<file path="src/rtl/imem_arbiter.sv">
// -----------------------------------------------------------------------------
// imem_arbiter
//
// Shares one synchronous instruction memory port between a CPU fetch port and
// a program-load write port. After reset the block sits in BOOT, where only
// loads are served. A load_done pulse moves it to RUN, where fetches and
// loads are arbitrated. It leaves RUN only on reset.
//
// Build option:
//   IMEM_ARB_RR_EN  defined   -> RUN-state conflicts resolved round-robin
//                   undefined -> load always wins a RUN-state conflict
//
// Ports:
//   clk, reset          clock, asynchronous active-high reset
//   fetch_req/addr      CPU fetch request and byte address (held until gnt)
//   fetch_gnt           fetch accepted this cycle (combinational)
//   fetch_valid/data    fetch result, one cycle after fetch_gnt
//   load_req/addr/data  program-load write request (held until gnt)
//   load_gnt            load accepted this cycle (combinational)
//   load_done           one-cycle pulse, program image complete
//   mem_addr/we/wdata   instruction memory word index, write enable, data
//   mem_rdata           memory read data, one cycle after mem_addr
//   running             high in RUN
//   addr_err            sticky flag, set by any granted out-of-range access
// -----------------------------------------------------------------------------
module imem_arbiter #(
    parameter int unsigned ADDR_W = 11
) (
    input  logic              clk,
    input  logic              reset,
    input  logic              fetch_req,
    input  logic [31:0]       fetch_addr,
    output logic              fetch_gnt,
    output logic              fetch_valid,
    output logic [31:0]       fetch_data,
    input  logic              load_req,
    input  logic [31:0]       load_addr,
    input  logic [31:0]       load_data,
    output logic              load_gnt,
    input  logic              load_done,
    output logic [ADDR_W-1:0] mem_addr,
    output logic              mem_we,
    output logic [31:0]       mem_wdata,
    input  logic [31:0]       mem_rdata,
    output logic              running,
    output logic              addr_err
);

    typedef enum logic [0:0] {StBoot, StRun} state_e;

    state_e      state_q;
    logic        fetch_valid_q;
    logic        fetch_oor_q;
    logic [31:0] data_hold_q;
    logic        addr_err_q;

    // Word indices; the two byte-offset bits are dropped.
    logic [29:0] fetch_idx;
    logic [29:0] load_idx;
    logic        fetch_oor;
    logic        load_oor;
    logic        conflict;
    logic        unused_byte_bits;

    assign fetch_idx        = fetch_addr[31:2];
    assign load_idx         = load_addr[31:2];
    assign unused_byte_bits = ^{fetch_addr[1:0], load_addr[1:0]};

    // Any index bit above the memory size marks the access out of range.
    assign fetch_oor = (fetch_idx >> ADDR_W) != '0;
    assign load_oor  = (load_idx >> ADDR_W) != '0;

    assign conflict = (state_q == StRun) && fetch_req && load_req;

`ifdef IMEM_ARB_RR_EN
    // High when the fetch side wins the next RUN-state conflict.
    logic prio_fetch_q;
`endif

    // Grant selection; nothing is granted while reset is held.
    always_comb begin
        fetch_gnt = 1'b0;
        load_gnt  = 1'b0;
        if (!reset) begin
            if (state_q == StBoot) begin
                load_gnt = load_req;
            end else if (conflict) begin
`ifdef IMEM_ARB_RR_EN
                fetch_gnt = prio_fetch_q;
                load_gnt  = !prio_fetch_q;
`else
                load_gnt  = 1'b1;
`endif
            end else begin
                fetch_gnt = fetch_req;
                load_gnt  = load_req;
            end
        end
    end

    // Memory port drive; an out-of-range load is granted but never written.
    always_comb begin
        mem_addr  = '0;
        mem_we    = 1'b0;
        mem_wdata = '0;
        if (load_gnt) begin
            mem_addr  = load_idx[ADDR_W-1:0];
            mem_we    = !load_oor;
            mem_wdata = load_data;
        end else if (fetch_gnt) begin
            mem_addr  = fetch_idx[ADDR_W-1:0];
        end
    end

    // Memory data is passed straight through in the cycle after the grant;
    // otherwise the last delivered word is held.
    always_comb begin
        fetch_data = data_hold_q;
        if (fetch_valid_q) begin
            fetch_data = fetch_oor_q ? 32'h0 : mem_rdata;
        end
    end

    assign fetch_valid = fetch_valid_q;
    assign addr_err    = addr_err_q;
    assign running     = (state_q == StRun);

    always_ff @(posedge clk or posedge reset) begin
        if (reset) begin
            state_q       <= StBoot;
            fetch_valid_q <= 1'b0;
            fetch_oor_q   <= 1'b0;
            data_hold_q   <= 32'h0;
            addr_err_q    <= 1'b0;
`ifdef IMEM_ARB_RR_EN
            prio_fetch_q  <= 1'b1;
`endif
        end else begin
            unique case (state_q)
                StBoot: if (load_done) state_q <= StRun;
                StRun:  state_q <= StRun;
            endcase

            fetch_valid_q <= fetch_gnt;
            fetch_oor_q   <= fetch_gnt && fetch_oor;

            if (fetch_valid_q) begin
                data_hold_q <= fetch_data;
            end

            if ((fetch_gnt && fetch_oor) || (load_gnt && load_oor)) begin
                addr_err_q <= 1'b1;
            end

`ifdef IMEM_ARB_RR_EN
            if (conflict) begin
                prio_fetch_q <= !prio_fetch_q;
            end
`endif
        end
    end

endmodule

</file>
<file path="config.mk">
export PLATFORM = sky130hd
export DESIGN_NAME = imem_arbiter
export DESIGN_NICKNAME = d
export VERILOG_FILES = /design/src/rtl/imem_arbiter.sv
export SDC_FILE = /design/constraint.sdc
export NUM_CORES = 1
export LEC_CHECK = 0
export ABC_AREA = 1
export ABC_CLOCK_PERIOD_IN_PS = 3300
export CAP_MARGIN = 20
export CORE_AREA = 2 2 83 85
export CTS_CLUSTER_SIZE = 24
export DETAILED_ROUTE_END_ITERATION = 16
export DIE_AREA = 0 0 85 87
export DONT_BUFFER_PORTS = 1
export PLACE_DENSITY_LB_ADDON = 0.3
export SLEW_MARGIN = 20
export SYNTH_ARGS = -nofsm -noshare
export SYNTH_HDL_FRONTEND = slang
export SYNTH_SLANG_ARGS = --single-unit
</file>
<file path="constraint.sdc">
create_clock -name clk -period 3.3 [get_ports clk]
set_input_delay 0.33 -clock clk [delete_from_list [all_inputs] [get_ports clk]]
set_output_delay 0.33 -clock clk [all_outputs]
set_load 0.05 [all_outputs]
</file>
# Word level (Yosys, flattened, before mapping)
# Index checks and enable logic that the tools add are counted.
[totals]
output_inout_bits = 81
regBits = 36
elab_cells = 28
in_bits = 133
[op_classes]
reduce_logical = 8
muxes = 14
n_bitwise = 1
[op_table]
columns = ["op", "n"]
rows = [
  ["$mux W32", 3],
  ["$reduce_bool A30 Y1", 2],
  ["$mux W11", 2],
  ["$mux W1", 8],
  ["$logic_and A1 B1 Y1", 4],
  ["$pmux W1 S2", 1],
  ["$logic_not A1 Y1", 1],
  ["$logic_or A1 B1 Y1", 1],
  ["$not A1 Y1", 1],
]

# Depth between registers and ports, before layout
# Gate-level depths: netlist (run 1).
[logic_depth]
depth_word = 7
depth_mapped = 6
depth_no_buf = 6

# Worst setup path after synthesis (run 1)
# OpenSTA, ideal clock, no wires.
[synth_path]
kind = "register to output"
startpoint = "register fetch_valid_q (netlist: fetch_valid)"
endpoint = "output fetch_data[0]"
path_buffers = 2
required_time_ns = 2.970
slack_ns = 0.881
t_arrival_ns = 2.089
path_stages_with_launch = 4
path_cell_list = "dfrtp_1 buf_6 clkbuf_2 o21ai_0"
[synth_between]
elab_chain_cells = 1
[synth_lines]
columns = ["element", "line", "source"]
rows = [
  ["start: declaration", "52", "logic fetch_valid_q;"],
  ["start signal: assignment", "144", "fetch_valid_q <= fetch_gnt;"],
  ["$mux W32", "119", "if (fetch_valid_q) begin"],
  ["end: declaration", "35", "output logic [31:0] fetch_data,"],
]
# Every way passes these cells.

# Worst setup path after layout (run 1)
[layout_path]
startpoint = "register fetch_valid_q (netlist: fetch_valid)"
endpoint = "output fetch_data[23]"
# The elaborated chain is that of the path after synthesis.

==> impl_metrics.tcl, run 1 <==
set metrics [dict create \
    grt_pass1_vias 1591 \
    synth.most_common_cell "inv_1" \
    rsz0062_at_grt "false" \
    ant_nets 0 \
    critPathLaunchType "flip-flop" \
    reg2reg_slack_ps 1660 \
    hold_path.class "in2async" \
    worstSetupStartpoint "fetch_valid" \
    synth.distinct_cells 17 \
    max_freq_mhz 388 \
    track_usage 0.155 \
    grt_overflow_total 0 \
    fin_nets 465 \
    drv_cap 0 \
    antenna_found_initial 0 \
    swShare 0.472 \
    placementRows 30 \
    finalCriticalPeriod_ps 2580 \
    clockPowerShare 0.210 \
    yosysTopAreaCell "dfrtp_1" \
    numClockSinks 36 \
    coreArea_mm2 0.00657 \
    r2r_start "fetch_valid" \
    regToRegEndpoint "data_hold_q[31]" \
    synth_fp_nets 440 \
    critical_path_class "reg2out" \
    die_w_um 85 \
    synth_ff_type "dfrtp_1" \
    postCtsSetupRepairBufs 0 \
    dieArea_mm2 0.00740 \
    synthesis.area_mm2 0.00216 \
    wl_um 6250 \
    drv_slew 0 \
    slew_headroom 0.309 \
    diodes 0 \
    cts_hold_buf 0 \
    crit_path_end "fetch_data[23]" \
    synth_common_cells "69 x inv_1, 64 x o21ai_0, 56 x nor2_1, 36 x dfrtp_1, 35 x nand3_1" \
    timing_worst_slew_pin_value_ps 1030 \
    path_clk_slew_ps 70 \
    grt_pass1_wl_um 8560 \
    first_pass_iters 4 \
    fin_cells 413 \
    start_util 0.330 \
    hold_viol_final 0 \
    post-route-period-util 0.780 \
    routed-via-count 1984 \
    synth.top_cells.by_area "dfrtp_1 42%, o21ai_0 15%, inv_1 12%, nor2_1 9.7%, nand3_1 8.1%" \
    ys_ff_latch 36 \
    async_flop_share 1.00 \
    reg2reg_depth 3 \
    ir_worst_vdd_mv 0.333 \
    seqPwrFrac 0.379 \
    critPathMaxFanout 65 \
    pwr_density_cell_mw_per_mm2 564 \
    finalSetupViolations 0 \
    route.detailed.drc 0 \
    portBuffers 0 \
    fin_worst_skew_ps 3.88 \
    max-clock-path-buffers 2 \
    place.gp.congestion 0.850 \
    ctsHtreeMaxLevel 2 \
    p_leak_nw 1.32 \
    tritoncts "built" \
    synth-edff-count 0 \
    place_inst 405 \
    cp.required_ps 2970 \
    drive_above_1_share 0.150 \
    synth-seq-area-share 0.416 \
    numCtsBuffers 5 \
    syn_to_final_growth_pct 15.7 \
    internal_power_mw 0.746 \
    cp.arrival_ps 2250 \
    yosysWarnings 0 \
    synthCells 307 \
    dieHeight_um 87 \
    critPathCaptureType "primary output" \
    worstSkewPairLatency_ps 280 \
    io_pins 214 \
    avgSynthCellArea_um2 7.05 \
    post_cts_resized 0 \
    status "complete, no violations" \
    finalSetupTns_ps 0 \
    wl_per_cell_um 15.1 \
    combPwrFrac 0.411 \
    cts_root_buf "clkbuf_8" \
    drt_iter0_drc 72 \
    grt_max_degree 66 \
    synth_top_area_share 0.416 \
    viasPerCell 4.80 \
    power_switching_mw 0.668 \
    hpwl_um 5200 \
]
==> critical path, cell delays in order (launching register included) <==
cell and delay, ps:
dfrtp_2 670, buf_4 540, nand3_1 160, o21ai_1 580
==> routing by layer <==
| layer | vias to the layer above | GRT usage | part of all wire | routed length (um) |
|---|---|---|---|---|
| li1 | 1006 | - | - | - |
| met1 | 855 | 0.160 | 0.35 | 2220 |
| met2 | 111 | 0.273 | 0.50 | 3130 |
| met3 | 12 | 0.0654 | 0.11 | 680 |
| met4 | 0 | 0.0707 | 0.036 | 223 |
| met5 | - | 0 | 0 | 0 |
==> metrics by stage <==
stage | total power, mW | hold slack [ps] | util | worst slack [ps] | cell area [um2]
floorplan | 1.05 | 305 | - | 881 | 2160
global placement | 1.12 | 392 | 0.368 | 1040 | 2420
detailed placement | 1.13 | 394 | 0.368 | 1040 | 2420
CTS | 1.44 | 76.6 | 0.381 | 726 | 2500
global route | 1.49 | 111 | 0.381 | 533 | 2500
finish | 1.41 | 56.9 | 0.381 | 725 | 2500
==> layout make-up <==
| class | instances | area, um2 |
|---|---|---|
| clock buffers | 5 | 68.8 |
| clock inverters | 3 | 18.8 |
| fillers | 706 | 4060 |
| inverters | 72 | 270 |
| multi-input cells | 181 | 875 |
| flip-flops and latches | 36 | 902 |
| well taps | 80 | 100 |
| repair buffers | 36 | 270 |
==> registers in the layout, summed over array words and instances (netlist names) <==
| register | cells |
|---|---|
| data_hold_q | 32 |
| fetch_oor_q | 1 |
| running | 1 |
| fetch_valid | 1 |
| addr_err | 1 |
==> cell usage in the layout (no fill, tap or decap) <==
cell type / n
dfrtp_2: 1
inv_1: 69
nand3_1: 35
nand2_1: 11
and2_0: 1
buf_4: 36
nand3b_1: 1
o21ai_0: 32
clkbuf_8: 5
dfrtp_1: 35
clkinv_2: 2
o21ai_1: 32
nor2_1: 56
a22o_1: 11
inv_2: 3
nand2_4: 1
or2_2: 1
clkinv_4: 1
==> logic make-up (layout without fill, tap and decap cells) <==
family                 count (synthesis)  in the layout  share of synthesized area
AO/OA/AOI/OAI                         75             75                      0.192
buffers and inverters                 90            116                      0.180
AND/OR/NAND/NOR                      106            106                      0.212
flip-flops                            36             36                      0.416
==> power by group through the flow <==
stage	Clock, mW	Sequential, mW	Combinational [mW]
final	0.297	0.535	0.581
after global routing	0.330	0.543	0.619
after CTS	0.316	0.536	0.589
after detailed placement	0	0.544	0.589
after global placement	0	0.541	0.581
after floorplan	0	0.537	0.512
==> worst min-delay path by stage <==
stage,end,from,cells past startpoint,slack [ps]
2_1_floorplan,addr_err,reset,1,310
3_3_place_gp,running,reset,2,390
3_5_place_dp,data_hold_q[29],reset,2,390
4_1_cts,data_hold_q[3],reset,2,80
5_1_grt,running,reset,2,110
6_report,data_hold_q[28],reset,2,60
No activity file was read; power rests on OpenSTA's default activity.
==> inputs of run 2 (changes only) <==
--- a/config.mk
+++ b/config.mk
@@ -6,7 +6,7 @@
 export NUM_CORES = 1
 export LEC_CHECK = 0
 export ABC_AREA = 1
-export ABC_CLOCK_PERIOD_IN_PS = 3300
+export ABC_CLOCK_PERIOD_IN_PS = 2600
 export CAP_MARGIN = 20
 export CORE_AREA = 2 2 83 85
 export CTS_CLUSTER_SIZE = 24
==> constraint.sdc (replaced) <==
create_clock -name clk -period 2.6 [get_ports clk]
set_input_delay 0.26 -clock clk [delete_from_list [all_inputs] [get_ports clk]]
set_output_delay 0.26 -clock clk [all_outputs]
set_load 0.05 [all_outputs]
==> run 2 against run 1 <==
The run now ends with negative hold slack left. Clock power grew 25%. Combinational power grew 57%. Sequential power grew 27%. Non-clock buffer count grew 44. Sequential share of layout area shrank 5.6 points.
==> impl_metrics.tcl, run 2 (synthesized netlist as in run 1, its figures left out) <==
set metrics [dict create \
    critPathCaptureType "primary output" \
    track_usage 0.160 \
    hold_ws_ps -18.2 \
    top_register "data_hold_q" \
    cts_root_buf "clkbuf_8" \
    hold_viol_final 10 \
    io_pins 214 \
    die_w_um 85 \
    cp.arrival_ps 1980 \
    finalCriticalPeriod_ps 2240 \
    fin_worst_skew_ps 13.4 \
    fin_nets 509 \
    ctsHtreeMaxLevel 2 \
    dieHeight_um 87 \
    finalSetupViolations 0 \
    start_util 0.330 \
    grt_overflow_total 0 \
    violations "negative hold slack" \
    ant_nets 0 \
    final_cell_mix "69 x inv_1, 69 x buf_4, 56 x nor2_1, 35 x nand3_1, 35 x dfrtp_1" \
    path_clk_slew_ps 80 \
    placementRows 30 \
    wl_um 6330 \
    power_switching_mw 0.860 \
    portBuffers 0 \
    drv_cap 0 \
    seqPwrFrac 0.346 \
    worstSetupStartpoint "running" \
    finish.utilization 0.452 \
    tritoncts "built" \
    finalSetupTns_ps 0 \
    post-route-period-util 0.863 \
    drt_iter0_drc 20 \
    critPathLaunchType "flip-flop" \
    worstSkewPairLatency_ps 280 \
    cp.required_ps 2340 \
    drive_above_1_share 0.244 \
    place.gp.congestion 0.915 \
    swShare 0.439 \
    grt_max_degree 65 \
    drv_slew 0 \
    antenna_found_initial 0 \
    finalPower_mw 1.96 \
    post_cts_resized 0 \
    numCtsBuffers 5 \
    slew_headroom 0.359 \
    pwr_density_cell_mw_per_mm2 660 \
    ir_worst_vdd_mv 0.335 \
    internal_power_mw 1.10 \
    max-clock-path-buffers 2 \
    numClockSinks 36 \
    grt_pass1_wl_um 9200 \
    coreArea_mm2 0.00657 \
    timing_worst_slew_pin_value_ps 955 \
    postCtsSetupRepairBufs 0 \
    first_pass_iters 4 \
    clockPowerShare 0.189 \
    critPathMaxFanout 14 \
    rsz0062_at_grt "false" \
    hpwl_um 5330 \
    r2r_start "running" \
    largest_register_ffs 32 \
    viasPerCell 4.61 \
    nFillCells 678 \
    wl_per_cell_um 13.8 \
    grt_pass1_vias 1911 \
    critical_path_class "reg2out" \
    status "finished, violations left" \
    max_freq_mhz 445 \
    diodes 0 \
    dieArea_mm2 0.00740 \
    p_leak_nw 1.57 \
    syn_to_final_growth_pct 37.1 \
    routed-via-count 2106 \
    combPwrFrac 0.465 \
    route.detailed.drc 0 \
    hold_path.class "in2async" \
    cts_hold_buf 0 \
]
[run 2: cell types whose count changed in the layout (fill, tap and decap cells not counted)]
cell      change
buf_12       +11
clkinv_4      -1
clkbuf_1      +2
clkinv_2      -1
buf_4        +33
[run 2: final cells by class]
| class | instances | area [um2] | share of cell area |
|---|---|---|---|
| clock buffers | 7 | 76.3 | 0.0257 |
| multi-input cells | 181 | 875 | 0.295 |
| repair buffers | 80 | 738 | 0.249 |
| well taps | 80 | 100 | 0.0337 |
| clock inverters | 1 | 5.00 | 0.00169 |
| flip-flops and latches | 36 | 902 | 0.304 |
| inverters | 72 | 270 | 0.0911 |
[run 2: path summary, 6_finish.rpt]
path                              endpoint  slack, ps  cells after the start
setup / recovery               mem_addr[4]        360                      4
hold / removal             data_hold_q[28]        -20                      2
setup reg to reg                  addr_err       1050                      4
hold reg to reg            data_hold_q[14]        520                      2
max in group asynchronous  data_hold_q[14]       2280                      2
min in group clk                   running         90                      1
[run 2: per-layer routing]
metal | routed length, um | part of all wire | global-route usage
met5 | 0 | 0 | 0
met1 | 2330 | 0.37 | 0.168
met4 | 136 | 0.022 | 0.0548
met3 | 574 | 0.091 | 0.0427
met2 | 3280 | 0.52 | 0.308
[run 2: stage by stage]
stage / worst slack (ps) / cells / instance area (um2)
after floorplan: 251 / 307 / 2160
after global placement: 686 / 449 / 2890
final: 355 / 457 / 2970
after detailed placement: 660 / 449 / 2890
after global routing: 280 / 457 / 2970
after CTS: 336 / 457 / 2970
[run 2: power groups by stage]
stage / registers, mW / logic, mW / clock network [mW]
after detailed placement: 0.690 / 0.921 / 0
after global routing: 0.689 / 0.968 / 0.420
after CTS: 0.680 / 0.922 / 0.389
final: 0.678 / 0.911 / 0.370
after floorplan: 0.682 / 0.650 / 0
after global placement: 0.687 / 0.913 / 0
[run 2: worst max-delay path, stage by stage (launching register included)]
cell and delay [ps]:
dfrtp_1 680, nand3_1 160, inv_2 380, a22o_1 300
buf_12 160
==> inputs of run 3 (changes only) <==
--- a/config.mk
+++ b/config.mk
@@ -13,6 +13,7 @@
 export DETAILED_ROUTE_END_ITERATION = 16
 export DIE_AREA = 0 0 85 87
 export DONT_BUFFER_PORTS = 1
+export HOLD_SLACK_MARGIN = 0.1
 export PLACE_DENSITY_LB_ADDON = 0.3
 export SLEW_MARGIN = 20
 export SYNTH_ARGS = -nofsm -noshare
==> run 3 against run 2 <==
The flow now finishes without violations. Clock power about the same. Sequential share of layout area decreased by 0.20 points. Final area increased by 0.67%.
==> impl_metrics.tcl, run 3 (synthesized netlist as in run 1, its figures left out) <==
set metrics [dict create \
    routed-via-count 2125 \
    status "complete, no violations" \
    wl_per_cell_um 13.9 \
    place_area_mm2 0.00289 \
    coreArea_mm2 0.00657 \
    fin_nets 511 \
    route.detailed.drc 0 \
    finalSetupTns_ps 0 \
    drv_slew 0 \
    drt_iter0_drc 24 \
    reg2reg_depth 4 \
    grt_pass1_wl_um 9320 \
    dieArea_mm2 0.00740 \
    clockPowerShare 0.188 \
    hold_viol_final 0 \
    final_cell_mix "69 x inv_1, 69 x buf_4, 56 x nor2_1, 35 x nand3_1, 35 x dfrtp_1" \
    hold_path.class "in2reg" \
    largest_register_ffs 32 \
    track_usage 0.162 \
    path_depth 4 \
    p_leak_nw 1.58 \
    cp_slowest_cell "dfrtp_1" \
    combPwrFrac 0.466 \
    io_pins 214 \
    internal_power_mw 1.10 \
    cp.required_ps 2340 \
    ant_nets 0 \
    dieHeight_um 87 \
    critical_path_class "reg2out" \
    swShare 0.439 \
    ir_worst_vdd_mv 0.336 \
    critPathCaptureType "primary output" \
    rsz0062_at_grt "false" \
    path_clk_slew_ps 80 \
    slew_headroom 0.359 \
    register_area_um2 902 \
    post_cts_resized 0 \
    critPathMaxStageDelay_ps 680 \
    hpwl_um 5330 \
    seqPwrFrac 0.346 \
    top_register "data_hold_q" \
    postCtsSetupRepairBufs 0 \
    die_w_um 85 \
    antenna_found_initial 0 \
    min_path_cells 2 \
    post-route-period-util 0.849 \
    reg2reg_slack_ps 1060 \
    regToRegEndpoint "addr_err" \
    cp.arrival_ps 1950 \
    drv_cap 0 \
    ctsHtreeMaxLevel 2 \
    place.gp.congestion 0.915 \
    grt_max_degree 65 \
    cts_hold_buf 2 \
    pwr_density_cell_mw_per_mm2 657 \
    syn_to_final_growth_pct 38.0 \
    min_to "data_hold_q[30]" \
    portBuffers 0 \
    diodes 0 \
    cts_root_buf "clkbuf_8" \
    fin_worst_skew_ps 13.4 \
    viasPerCell 4.63 \
    max_freq_mhz 453 \
    critPathMaxFanout 14 \
    grt_overflow_total 0 \
    nFillCells 675 \
    worstSkewPairLatency_ps 280 \
    placementRows 30 \
    tritoncts "built" \
    power_switching_mw 0.861 \
    cpLargestDelayFamily "flip-flops" \
    max-clock-path-buffers 2 \
    finish.utilization 0.455 \
    critPathBufInv 2 \
    timing_worst_slew_pin_value_ps 955 \
    wl_um 6400 \
    numClockSinks 36 \
    finalCriticalPeriod_ps 2210 \
    worstHoldStart "mem_rdata[30]" \
    first_pass_iters 4 \
    multi_input_area_um2 875 \
    finalSetupViolations 0 \
    start_util 0.330 \
    critPathLaunchType "flip-flop" \
    final_cell_area_mm2 0.00299 \
    crit_chain "nand3_1 > inv_2 > a22o_1 > buf_12" \
    r2r_start "running" \
    drive_above_1_share 0.243 \
    grt_pass1_vias 1937 \
    numCtsBuffers 5 \
]
==> run 3: worst max-delay path by stage <==
stage	slack [ps]	to	from
final	390	mem_addr[4]	running
after CTS	340	mem_addr[4]	running
after global placement	690	mem_addr[4]	running
after floorplan	250	fetch_data[0]	fetch_valid
after global routing	270	mem_addr[9]	running
after detailed placement	660	mem_addr[4]	running
==> run 3: through the flow <==
step	power [mW]	cells	worst slack (ps)	hold slack, ps
after floorplan	1.33	307	251	235
after global placement	1.60	449	686	312
after detailed placement	1.61	449	660	318
after CTS	1.99	459	336	144
after global routing	2.08	459	271	139
final	1.96	459	392	151
==> run 3: area by class of cell <==
type,instances,share of cell area
inverter,72,0.0905
tap,80,0.0335
timing repair buffer,82,0.254
multi-input combinational,181,0.293
clock buffer,7,0.0256
sequential,36,0.302
clock inverter,1,0.00168
==> run 3: worst register-to-register path, cell delays in order, from the launching register on <==
cell and delay [ps]:
dfrtp_1 680, nand3_1 160, inv_2 380, nand2_1 160, nand3_1 90
==> run 3: power groups by stage <==
stage               logic [mW]  registers (mW)  clock network [mW]
floorplan                0.650           0.682                   0
global placement         0.913           0.687                   0
detailed placement       0.921           0.690                   0
CTS                      0.925           0.680               0.389
global route             0.971           0.689               0.420
finish                   0.914           0.678               0.369
==> run 3: per-layer routing <==
layer | wire [um] | part of all wire | global-route usage | vias up
met1 | 2330 | 0.36 | 0.168 | 905
met4 | 136 | 0.021 | 0.0563 | 0
met2 | 3340 | 0.52 | 0.313 | 111
met5 | 0 | 0 | 0 | -
met3 | 581 | 0.091 | 0.0436 | 11
li1 | - | - | - | 1098
